$ cat src/rtl/seq_alu_muldiv.sv
// Sequential ALU with single-cycle ops plus shift-add multiply and restoring divide.
// Ports: Clock, Reset (async low), Start/Op/A/B/WF in; Busy/Done/Result/ResultHi/FlagsOut/DivByZero out.
module seq_alu_muldiv #(
  parameter int WIDTH = 32,
  localparam int CNTW = $clog2(WIDTH) + 1
) (
  input  logic             Clock,
  input  logic             Reset,
  input  logic             Start,
  input  logic [3:0]       Op,
  input  logic [WIDTH-1:0] A,
  input  logic [WIDTH-1:0] B,
  input  logic             WF,
  output logic             Busy,
  output logic             Done,
  output logic [WIDTH-1:0] Result,
  output logic [WIDTH-1:0] ResultHi,
  output logic [3:0]       FlagsOut,
  output logic             DivByZero
);

  localparam logic [3:0] OP_ADD  = 4'd0;
  localparam logic [3:0] OP_ADC  = 4'd1;
  localparam logic [3:0] OP_SUB  = 4'd2;
  localparam logic [3:0] OP_AND  = 4'd3;
  localparam logic [3:0] OP_OR   = 4'd4;
  localparam logic [3:0] OP_XOR  = 4'd5;
  localparam logic [3:0] OP_LSL  = 4'd6;
  localparam logic [3:0] OP_LSR  = 4'd7;
  localparam logic [3:0] OP_ASR  = 4'd8;
  localparam logic [3:0] OP_MULU = 4'd9;
  localparam logic [3:0] OP_DIVU = 4'd10;

  typedef enum logic [1:0] {
    IDLE,
    RUN,
    DONE
  } state_t;

  state_t state_q, state_d;

  logic [CNTW-1:0]  cnt_q;
  logic [WIDTH-1:0] hi_q, lo_q, b_q;
  logic             div_q, wf_q;

  logic accept, long_op, last_it;

  assign accept  = Start && (state_q == IDLE);
  assign long_op = (Op == OP_MULU) || ((Op == OP_DIVU) && (|B));
  assign last_it = (cnt_q == CNTW'(1));

  always_ff @(posedge Clock or negedge Reset) begin
    if (!Reset) state_q <= IDLE;
    else        state_q <= state_d;
  end

  always_comb begin
    state_d = state_q;
    Busy    = 1'b0;
    Done    = 1'b0;
    case (state_q)
      IDLE: if (Start) state_d = long_op ? RUN : DONE;
      RUN: begin
        Busy = 1'b1;
        if (last_it) state_d = DONE;
      end
      DONE: begin
        Busy    = 1'b1;
        Done    = 1'b1;
        state_d = IDLE;
      end
      default: state_d = IDLE;
    endcase
  end

  // Single-cycle ops are evaluated straight from the inputs at accept,
  // so the result is already registered when Done rises.
  logic [WIDTH:0]   add_s, sub_s;
  logic [WIDTH-1:0] sc_res, sc_hi;
  logic             sc_c, sc_o, sc_fix;
  logic [3:0]       sc_fixv, sc_flags;
  logic             cin;

  assign cin   = (Op == OP_ADC) && FlagsOut[2];
  assign add_s = {1'b0, A} + {1'b0, B} + {{WIDTH{1'b0}}, cin};
  assign sub_s = {1'b0, A} - {1'b0, B};

  always_comb begin
    sc_res  = '0;
    sc_hi   = '0;
    sc_c    = 1'b0;
    sc_o    = 1'b0;
    sc_fix  = 1'b0;
    sc_fixv = 4'b0000;
    case (Op)
      OP_ADD, OP_ADC: begin
        sc_res = add_s[WIDTH-1:0];
        sc_c   = add_s[WIDTH];
        sc_o   = (A[WIDTH-1] == B[WIDTH-1]) &&
                 (sc_res[WIDTH-1] != A[WIDTH-1]);
      end
      OP_SUB: begin
        sc_res = sub_s[WIDTH-1:0];
        sc_c   = sub_s[WIDTH];
        sc_o   = (A[WIDTH-1] != B[WIDTH-1]) &&
                 (sc_res[WIDTH-1] != A[WIDTH-1]);
      end
      OP_AND: sc_res = A & B;
      OP_OR:  sc_res = A | B;
      OP_XOR: sc_res = A ^ B;
      OP_LSL: begin
        sc_res = {A[WIDTH-2:0], 1'b0};
        sc_c   = A[WIDTH-1];
      end
      OP_LSR: begin
        sc_res = {1'b0, A[WIDTH-1:1]};
        sc_c   = A[0];
      end
      OP_ASR: sc_res = {A[WIDTH-1], A[WIDTH-1:1]};
      OP_MULU: ;
      OP_DIVU: begin
        // Only reached here with B == 0
        sc_res  = '1;
        sc_hi   = A;
        sc_fix  = 1'b1;
        sc_fixv = 4'b0011;
      end
      default: begin
        sc_fix  = 1'b1;
        sc_fixv = 4'b1000;
      end
    endcase
    sc_flags = sc_fix ? sc_fixv :
               {~|sc_res, sc_c, sc_res[WIDTH-1], sc_o};
  end

  // One multiply or divide iteration; hi/lo hold product halves
  // or remainder/quotient.
  logic [WIDTH:0]   mul_s, div_sh;
  logic [WIDTH-1:0] div_diff, it_hi, it_lo;
  logic             div_ge;
  logic [3:0]       lf_flags;

  assign mul_s    = {1'b0, hi_q} + (lo_q[0] ? {1'b0, b_q} : '0);
  assign div_sh   = {hi_q, lo_q[WIDTH-1]};
  assign div_ge   = div_sh >= {1'b0, b_q};
  assign div_diff = div_sh[WIDTH-1:0] - b_q;

  always_comb begin
    if (div_q) begin
      it_hi    = div_ge ? div_diff : div_sh[WIDTH-1:0];
      it_lo    = {lo_q[WIDTH-2:0], div_ge};
      lf_flags = {~|it_lo, 1'b0, it_lo[WIDTH-1], 1'b0};
    end else begin
      it_hi    = mul_s[WIDTH:1];
      it_lo    = {mul_s[0], lo_q[WIDTH-1:1]};
      lf_flags = {~|{it_hi, it_lo}, |it_hi, it_hi[WIDTH-1], |it_hi};
    end
  end

  always_ff @(posedge Clock or negedge Reset) begin
    if (!Reset) begin
      cnt_q     <= '0;
      hi_q      <= '0;
      lo_q      <= '0;
      b_q       <= '0;
      div_q     <= 1'b0;
      wf_q      <= 1'b0;
      Result    <= '0;
      ResultHi  <= '0;
      FlagsOut  <= '0;
      DivByZero <= 1'b0;
    end else if (accept) begin
      cnt_q     <= CNTW'(WIDTH);
      hi_q      <= '0;
      lo_q      <= A;
      b_q       <= B;
      div_q     <= (Op == OP_DIVU);
      wf_q      <= WF;
      DivByZero <= (Op == OP_DIVU) && ~|B;
      if (!long_op) begin
        Result   <= sc_res;
        ResultHi <= sc_hi;
        if (WF) FlagsOut <= sc_flags;
      end
    end else if (state_q == RUN) begin
      cnt_q <= cnt_q - CNTW'(1);
      hi_q  <= it_hi;
      lo_q  <= it_lo;
      if (last_it) begin
        Result   <= it_lo;
        ResultHi <= it_hi;
        if (wf_q) FlagsOut <= lf_flags;
      end
    end
  end

endmodule

$ cat config.mk
export PLATFORM = sky130hd
export DESIGN_NAME = seq_alu_muldiv
export DESIGN_NICKNAME = d
export VERILOG_FILES = /design/src/rtl/seq_alu_muldiv.sv
export SDC_FILE = /design/constraint.sdc
export NUM_CORES = 1
export LEC_CHECK = 0
export CELL_PAD_IN_SITES_DETAIL_PLACEMENT = 1
export CELL_PAD_IN_SITES_GLOBAL_PLACEMENT = 1
export CORE_ASPECT_RATIO = 1.75
export CORE_UTILIZATION = 40
export DETAILED_ROUTE_END_ITERATION = 10
export PLACE_DENSITY_LB_ADDON = 0.3
export SLEW_MARGIN = 20
export SYNTH_ARGS = -nofsm -noshare
export SYNTH_HDL_FRONTEND = slang
export SYNTH_SLANG_ARGS = --single-unit
$ cat constraint.sdc
create_clock -name Clock -period 6 [get_ports Clock]
set_clock_uncertainty 0.15 [all_clocks]
set_input_delay 0.6 -clock Clock [delete_from_list [all_inputs] [get_ports Clock]]
set_output_delay 0.6 -clock Clock [all_outputs]
set_load 0.02 [all_outputs]
==> results of run 1 <==
[power breakdown]
part / internal [mW] / switching (mW)
combinational: 2.46 / 3.95
sequential: 1.71 / 0.508
clock: 0.701 / 0.566
total: 4.87 / 5.02
[path summary, 6_finish.rpt]
kind                       slack [ps]                 endpoint  cells past startpoint
setup / recovery                  160  FlagsOut[3]$_DFFE_PN0P_                     18
hold / removal                      9    Result[7]$_DFFE_PN0P_                      1
setup reg to reg                  230  FlagsOut[3]$_DFFE_PN0P_                     16
hold reg to reg                   360         wf_q$_DFFE_PN0P_                      2
max in group asynchronous        4200        div_q$_DFFE_PN0P_                      2
min in group Clock                360         wf_q$_DFFE_PN0P_                      2
[cells by family after synthesis]
logic type                 share of synthesized area, %
buffers and inverters                              6.58
xor gates and xnor gates                           3.25
and+or+nand+nor                                    19.8
adders and majority gates                          11.7
DFF                                                23.6
muxes                                              4.75
AOI/OAI and AO/OA                                  30.4
[sequential cells by signal (all words and copies together), names as in the netlist]
register,flops
DivByZero,1
FlagsOut,4
Result,32
ResultHi,32
b_q,32
cnt_q,6
div_q,1
hi_q,32
lo_q,32
state_q,2
wf_q,1
[metrics by stage]
| stage | area (um2) | std cells | hold WS (ps) | utilization (%) |
|---|---|---|---|---|
| 3_3_place_gp | 21900 | 3287 | 321 | 47.8 |
| 6_report | 22600 | 3319 | 9.43 | 49.2 |
| 4_1_cts | 22600 | 3319 | 37.5 | 49.1 |
| 2_1_floorplan | 18600 | 2490 | 154 | - |
| 5_1_grt | 22600 | 3319 | 46.0 | 49.2 |
| 3_5_place_dp | 21900 | 3287 | 342 | 47.8 |
[worst max-delay path: cells and delay by family]
family / cells / cell delay [ps]
AND/OR/NAND/NOR: 7 / 2320
AO/OA/AOI/OAI: 5 / 1470
buffers and inverters: 4 / 1240
adder cells (fa/ha/maj): 1 / 340
XOR/XNOR: 1 / 120
[synth_stat cells, types with 24 or more instances]
library cell | number | area (um2)
dfrtp_1 | 175 | 4380
nand3_1 | 40 | 200
nor4_1 | 30 | 188
nor2_1 | 202 | 758
o21ai_0 | 228 | 1140
nand4_1 | 24 | 150
o21a_1 | 24 | 180
a31oi_1 | 43 | 269
a21oi_1 | 260 | 1300
mux2i_1 | 60 | 601
xnor2_1 | 52 | 455
nor3_1 | 48 | 240
nor2b_1 | 33 | 206
nand2b_1 | 27 | 169
inv_1 | 164 | 616
a211oi_1 | 24 | 180
o211ai_1 | 64 | 480
nand2_1 | 260 | 976
a21o_1 | 43 | 323
buf_1 | 28 | 105
and2_1 | 45 | 282
clkbuf_1 | 118 | 443
ha_1 | 165 | 2060
mux2_2 | 25 | 282
[what timing repair did]
| action | 4_1_cts | 5_1_grt |
|---|---|---|
| gates resized for setup | 0 | 4 |
| setup buffers | 0 | 0 |
| endpoints found under the setup margin | 0 | 1 |
[area by class of cell]
cell class	count	area, um2
Sequential cell	175	4380
Clock buffer	20	467
Fill cell	5697	23300
Timing Repair Buffer	369	3170
Inverter	166	623
Multi-Input combinational cell	1994	13000
Tap cell	583	729
Clock inverter	12	168
[metal layers]
| metal | vias to the layer above | global-route usage, % | wire [um] |
|---|---|---|---|
| met5 | - | 0 | 11 |
| met4 | 2 | 30.7 | 8150 |
| met3 | 320 | 5.73 | 4820 |
| met2 | 826 | 69.7 | 46800 |
| met1 | 10600 | 44.8 | 35900 |
| li1 | 9493 | - | - |
==> impl_results.md, run 1 <==
- Post-Route Setup TNS: 0 ps
- Total core area: 0.0459 mm2
- I/O pin count: 143
- # H-tree levels: 4
- Sequential cell area fraction in the yosys report: a little under a quarter
- Most common cell after layout, fill and taps aside: a21oi_1
- Initial antenna violation count: 1
- Buffers added on ports: between 100 and 150
- Clk slew on worst S/H paths: about 80 ps
- Max VDD drop: between 0.2 and 0.3 mV
- Grt total ovfl: 0
- Initial Util: slightly above 40%
- Post-layout power: 9.89 mW
- Max clock buf depth: 2
- GRT Total Usage: roughly two fifths
- Worst slew margin: 32.1%
- Cells along the critical path: clkdlybuf4s50_1 > inv_1 > ha_1 > or2_2 > a211o_1 > a21oi_1 > buf_4 > a211o_1 > xnor2_1 > o221ai_1 > nor4_1 > buf_4 > nand3_1 > or4_1 > or4_1 > or4_1 > nor4_1 > o221a_2
- Asr flop ratio synth: 100%
- Dpl hpwl: ~76 mm
- Critical path launch point type: input port
- Avg Cell Area, Syn: around 7.5 um2
- Critical Path RT: around 6300 ps
- Setup ws final: approximately 160 ps
- TritonCTS clock tree: built
- Routability cong.: about 1
- Routed WL: between 90 and 100 mm
- Via-per-instance ratio: approximately 6.4
- Largest net degree at the start of global routing: about 130
- Critical path fanouts, max: 5
- Die area: 0.0473 mm2
- Post-Syn Nets: approximately 2700
- Hold crit path type: input port to asynchronous set/reset pin
- Top_reg_cell synth: dfrtp_1
- RR Startpoint: lo_q[0]$_DFFE_PN0P_
- Final-report setup violation count: 0
- Status: completed
- Die W: ~160 um
- Commonest cells after routing, fill and taps aside: 260 x a21oi_1, 259 x nand2_1, 227 x o21ai_0, 223 x buf_4, 200 x nor2_1
- Least-Margin Pin Slew: a little over 1000 ps
- Synthesized flop and latch total: 175
- Vias in the first global route: 22400
- Mapped cell area: between 0.015 and 0.02 mm2
- Hold-fix buffer count after cts: 0
- Leak pwr: about 9.9 nW
- Crit path time final: roughly 5800 ps
- CP endpoint kind: flip-flop
- Max-cap violation count: 0
- Starting DRC count in detailed routing: about 1500
- Crit Path Category: input port to flip-flop
- Wirelength per Cell: between 20 and 30 um
- DR pass1 iterations: 6
- Fin. Hold Viols: 0
- Post-route ant nets: 0
- Dpl ws: -422 ps
- Synth warnings: 0
- Mapped Cells: approximately 2500
- Final routed DRC violation total: 0
- Cell mode on critical path: or4_1
- CP startpoint: A[1]
- Rows: about 100
- Share of cells above drive strength 1: 12.0%
- Fin. max-slew vios: 0
- Via count: about 21000
- CTS buffer count: 17
- Power per standard cell area: ~440 mW/mm2
- Area Overhead vs Synth: 21.6%
- Worst-skew pair later-pin latency: roughly 470 ps
- # nets final: between 2000 and 3000
- Max incr delay on CP: between 700 and 800 ps
- Antenna diodes: 0
- Period utilisation layout: between 90% and 100%
- Clock Tree Root: clkbuf_16
- Unrepaired setup endpoints after global routing: no
- Worst Path Arrival: between 6000 and 7000 ps
- Post-synth EDFFs: 0
- Clk sinks: ~180
- First-pass GRT wire length: roughly 140 mm
- Die height: between 200 and 300 um
- F_max: between 0.15 and 0.2 GHz
- Crit-path slowest cell: clkdlybuf4s50_1
- Yosys cell types: 81
Note: power is estimated with default switching activity, not from simulation.
==> run 2: changes to the inputs <==
Settings changed: DONT_BUFFER_PORTS set to 1, GPL_TIMING_DRIVEN set to 0.
==> run 2 against run 1 <==
Against the previous run:
- the flow now finishes with violations (hold timing)
- sequential power increased by 14%
- sequential share of layout area increased by 2.4 points
- first-iteration DRC count increased by 14%
- sequential cell count unchanged
- combinational power decreased by 12%
- global-route usage increased by 1.6 points
- largest power group unchanged
==> impl_results.md, run 2 (synthesis gave the netlist of run 1 again) <==
- Status: complete, but fails checks
- Failing checks: hold timing
- CTS buffer count: 17
- GRT Max-Usage Layer: met2
- # nets final: 2757
- Worst-skew pair later-pin latency: roughly 470 ps
- Critical path launch point type: flip-flop
- Dpl ws: -1690 ps
- Hold slack: -80.4 ps
- Post-layout instance area: slightly above 0.02 mm2
- GRT Total Usage: between 40% and 50%
- Crit-path slowest cell: or4b_2
- Die W: 165 um
- Max clock buf depth: 2
- Delay-heaviest family, CP: simple AND/OR/NAND/NOR gates
- Fin util: 43.8%
- Commonest cells after routing, fill and taps aside: 260 x nand2_1, 259 x a21oi_1, 228 x o21ai_0, 201 x nor2_1, 174 x dfrtp_1
- Vias in the first global route: ~22000
- Wirelength per Cell: roughly 32 um
- Fin. Hold Viols: 12
- Via-per-instance ratio: ~6.7
- Die area: approximately 0.047 mm2
- Power per standard cell area: 461 mW/mm2
- Layout fillers: between 5000 and 6000
- Post-Route Setup TNS: 0 ps
- Register area: between 0.004 and 0.005 mm2
- Rows: roughly 100
- Worst slew margin: approximately 17%
- Max VDD drop: around 0.23 mV
- Starting DRC count in detailed routing: around 1700
- Multi-input gate area: roughly 0.013 mm2
- Area Overhead vs Synth: 8.31%
- Cells along the critical path: clkbuf_2 > and2_1 > ha_1 > fa_1 > a211oi_1 > o21ai_0 > a41o_1 > nor4_4 > o21bai_1 > a211oi_1 > nor2_1 > or4b_2 > nor4_4 > and4_2 > a21oi_1 > o2111ai_2 > o221a_2
- Initial antenna violation count: 2
- Largest net degree at the start of global routing: 176
- Buffers added on ports: 0
- # H-tree levels: 4
- Least-Margin Pin Slew: around 1200 ps
- Final routed DRC violation total: 0
- GR Util met2: about 72%
- F_max: between 0.15 and 0.2 GHz
- Via count: approximately 21000
- Crit path time final: between 5000 and 6000 ps
- Share of cells above drive strength 1: roughly 5.0%
- CP endpoint kind: flip-flop
- Setup ws final: between 30 and 40 ps
- Die height: approximately 290 um
- Initial Util: between 40% and 50%
- Met3 GRT Util: 8.90%
- Final-report setup violation count: 0
- Max-cap violation count: 0
- Period utilisation layout: slightly below 100%
- Met1 Resource Use GR: between 40% and 50%
- DR pass1 iterations: 6
- Post-route ant nets: 0
- Buf/Inv on CP: 1
- Fin. max-slew vios: 0
- Most common cell after layout, fill and taps aside: nand2_1
- Post-placement cell area: 0.0193 mm2
- Leak pwr: around 8.4 nW
- Worst Path Arrival: ~6200 ps
- Clk slew on worst S/H paths: 80 ps
- Clk sinks: 175
- Routed WL: around 100 mm
- Total core area: between 0.04 and 0.05 mm2
- Dpl hpwl: 80.0 mm
- Clock Tree Root: clkbuf_16
- Crit Path Category: flip-flop to flip-flop
- Grt total ovfl: 0
- First-pass GRT wire length: 144 mm
- I/O pin count: ~140
- Max incr delay on CP: about 800 ps
- Routability cong.: 1.04
- TritonCTS clock tree: built
- Critical Path RT: about 6300 ps
- Hold crit path type: input port to asynchronous set/reset pin
- Critical path fanouts, max: 10
## run 2: changes by cell type in the layout (fill, tap and decap cells not counted), moves of 5 or more
cell,before,now
buf_4,223,5
clkdlybuf4s50_1,140,0
clkbuf_1,0,111
buf_1,0,28
buf_2,1,8
clkinvlp_4,0,5
diode_2,0,5
## run 2: worst reg2reg max path, delay by kind of cell, from the launching register on
kind / cells / cell delay, ps
flops: 1 / 530
simple gates: 6 / 2300
compound gates: 8 / 1910
fa+ha+maj: 2 / 720
buf+inv: 1 / 280
## run 2: worst paths after layout
check                                     from                       to  slack (ps)  cells past startpoint
setup / recovery           lo_q[0]$_DFFE_PN0P_  FlagsOut[3]$_DFFE_PN0P_          40                     17
hold reg to reg               wf_q$_DFFE_PN0P_         wf_q$_DFFE_PN0P_         390                      2
setup reg to reg           lo_q[0]$_DFFE_PN0P_  FlagsOut[3]$_DFFE_PN0P_          40                     17
max in group asynchronous                Reset  FlagsOut[2]$_DFFE_PN0P_        4830                      1
min in group Clock                       B[19]      b_q[19]$_DFFE_PN0P_         100                      2
hold / removal                           Reset    Result[1]$_DFFE_PN0P_         -80                      1
## run 2: repair_timing
item / 4_1_cts / 5_1_grt
hold buffers: 1 / 0
hold endpoints to repair: 175 / 0
gates resized for setup: 16 / 18
pin swaps: 2 / 5
setup endpoints to repair: 3 / 3
buffers inserted: 2 / 3
## run 2: where the power goes
group	internal, mW	total, mW	switching, mW
Sequential	1.71	2.52	0.816
Combinational	1.91	5.61	3.70
Clock	0.556	1.15	0.593
Total	4.17	9.28	5.10
## run 2: per-layer routing
metal  up-vias  routed length, um
met4         0              10900
met1     10300              33100
met2      1092              49300
li1       9072                  -
met5         -                  0
met3       495               6610
## run 2: layout make-up
class / count / area share, %
multi-input combinational: 1994 / 65.2
tap: 583 / 3.63
clock buffer: 18 / 2.18
timing repair buffer: 6 / 0.323
inverter: 166 / 3.10
clock inverter: 14 / 0.641
buffer: 155 / 3.06
antenna: 5 / 0.0622
sequential: 175 / 21.8
## run 2: through the flow
| step | instances | hold WS [ps] | power [mW] |
|---|---|---|---|
| CTS | 3108 | 51.8 | 9.09 |
| floorplan | 2490 | 154 | 5.99 |
| global placement | 3073 | 158 | 7.71 |
| global route | 3111 | 34.4 | 9.76 |
| finish | 3116 | -80.4 | 9.28 |
| detailed placement | 3073 | 158 | 7.89 |
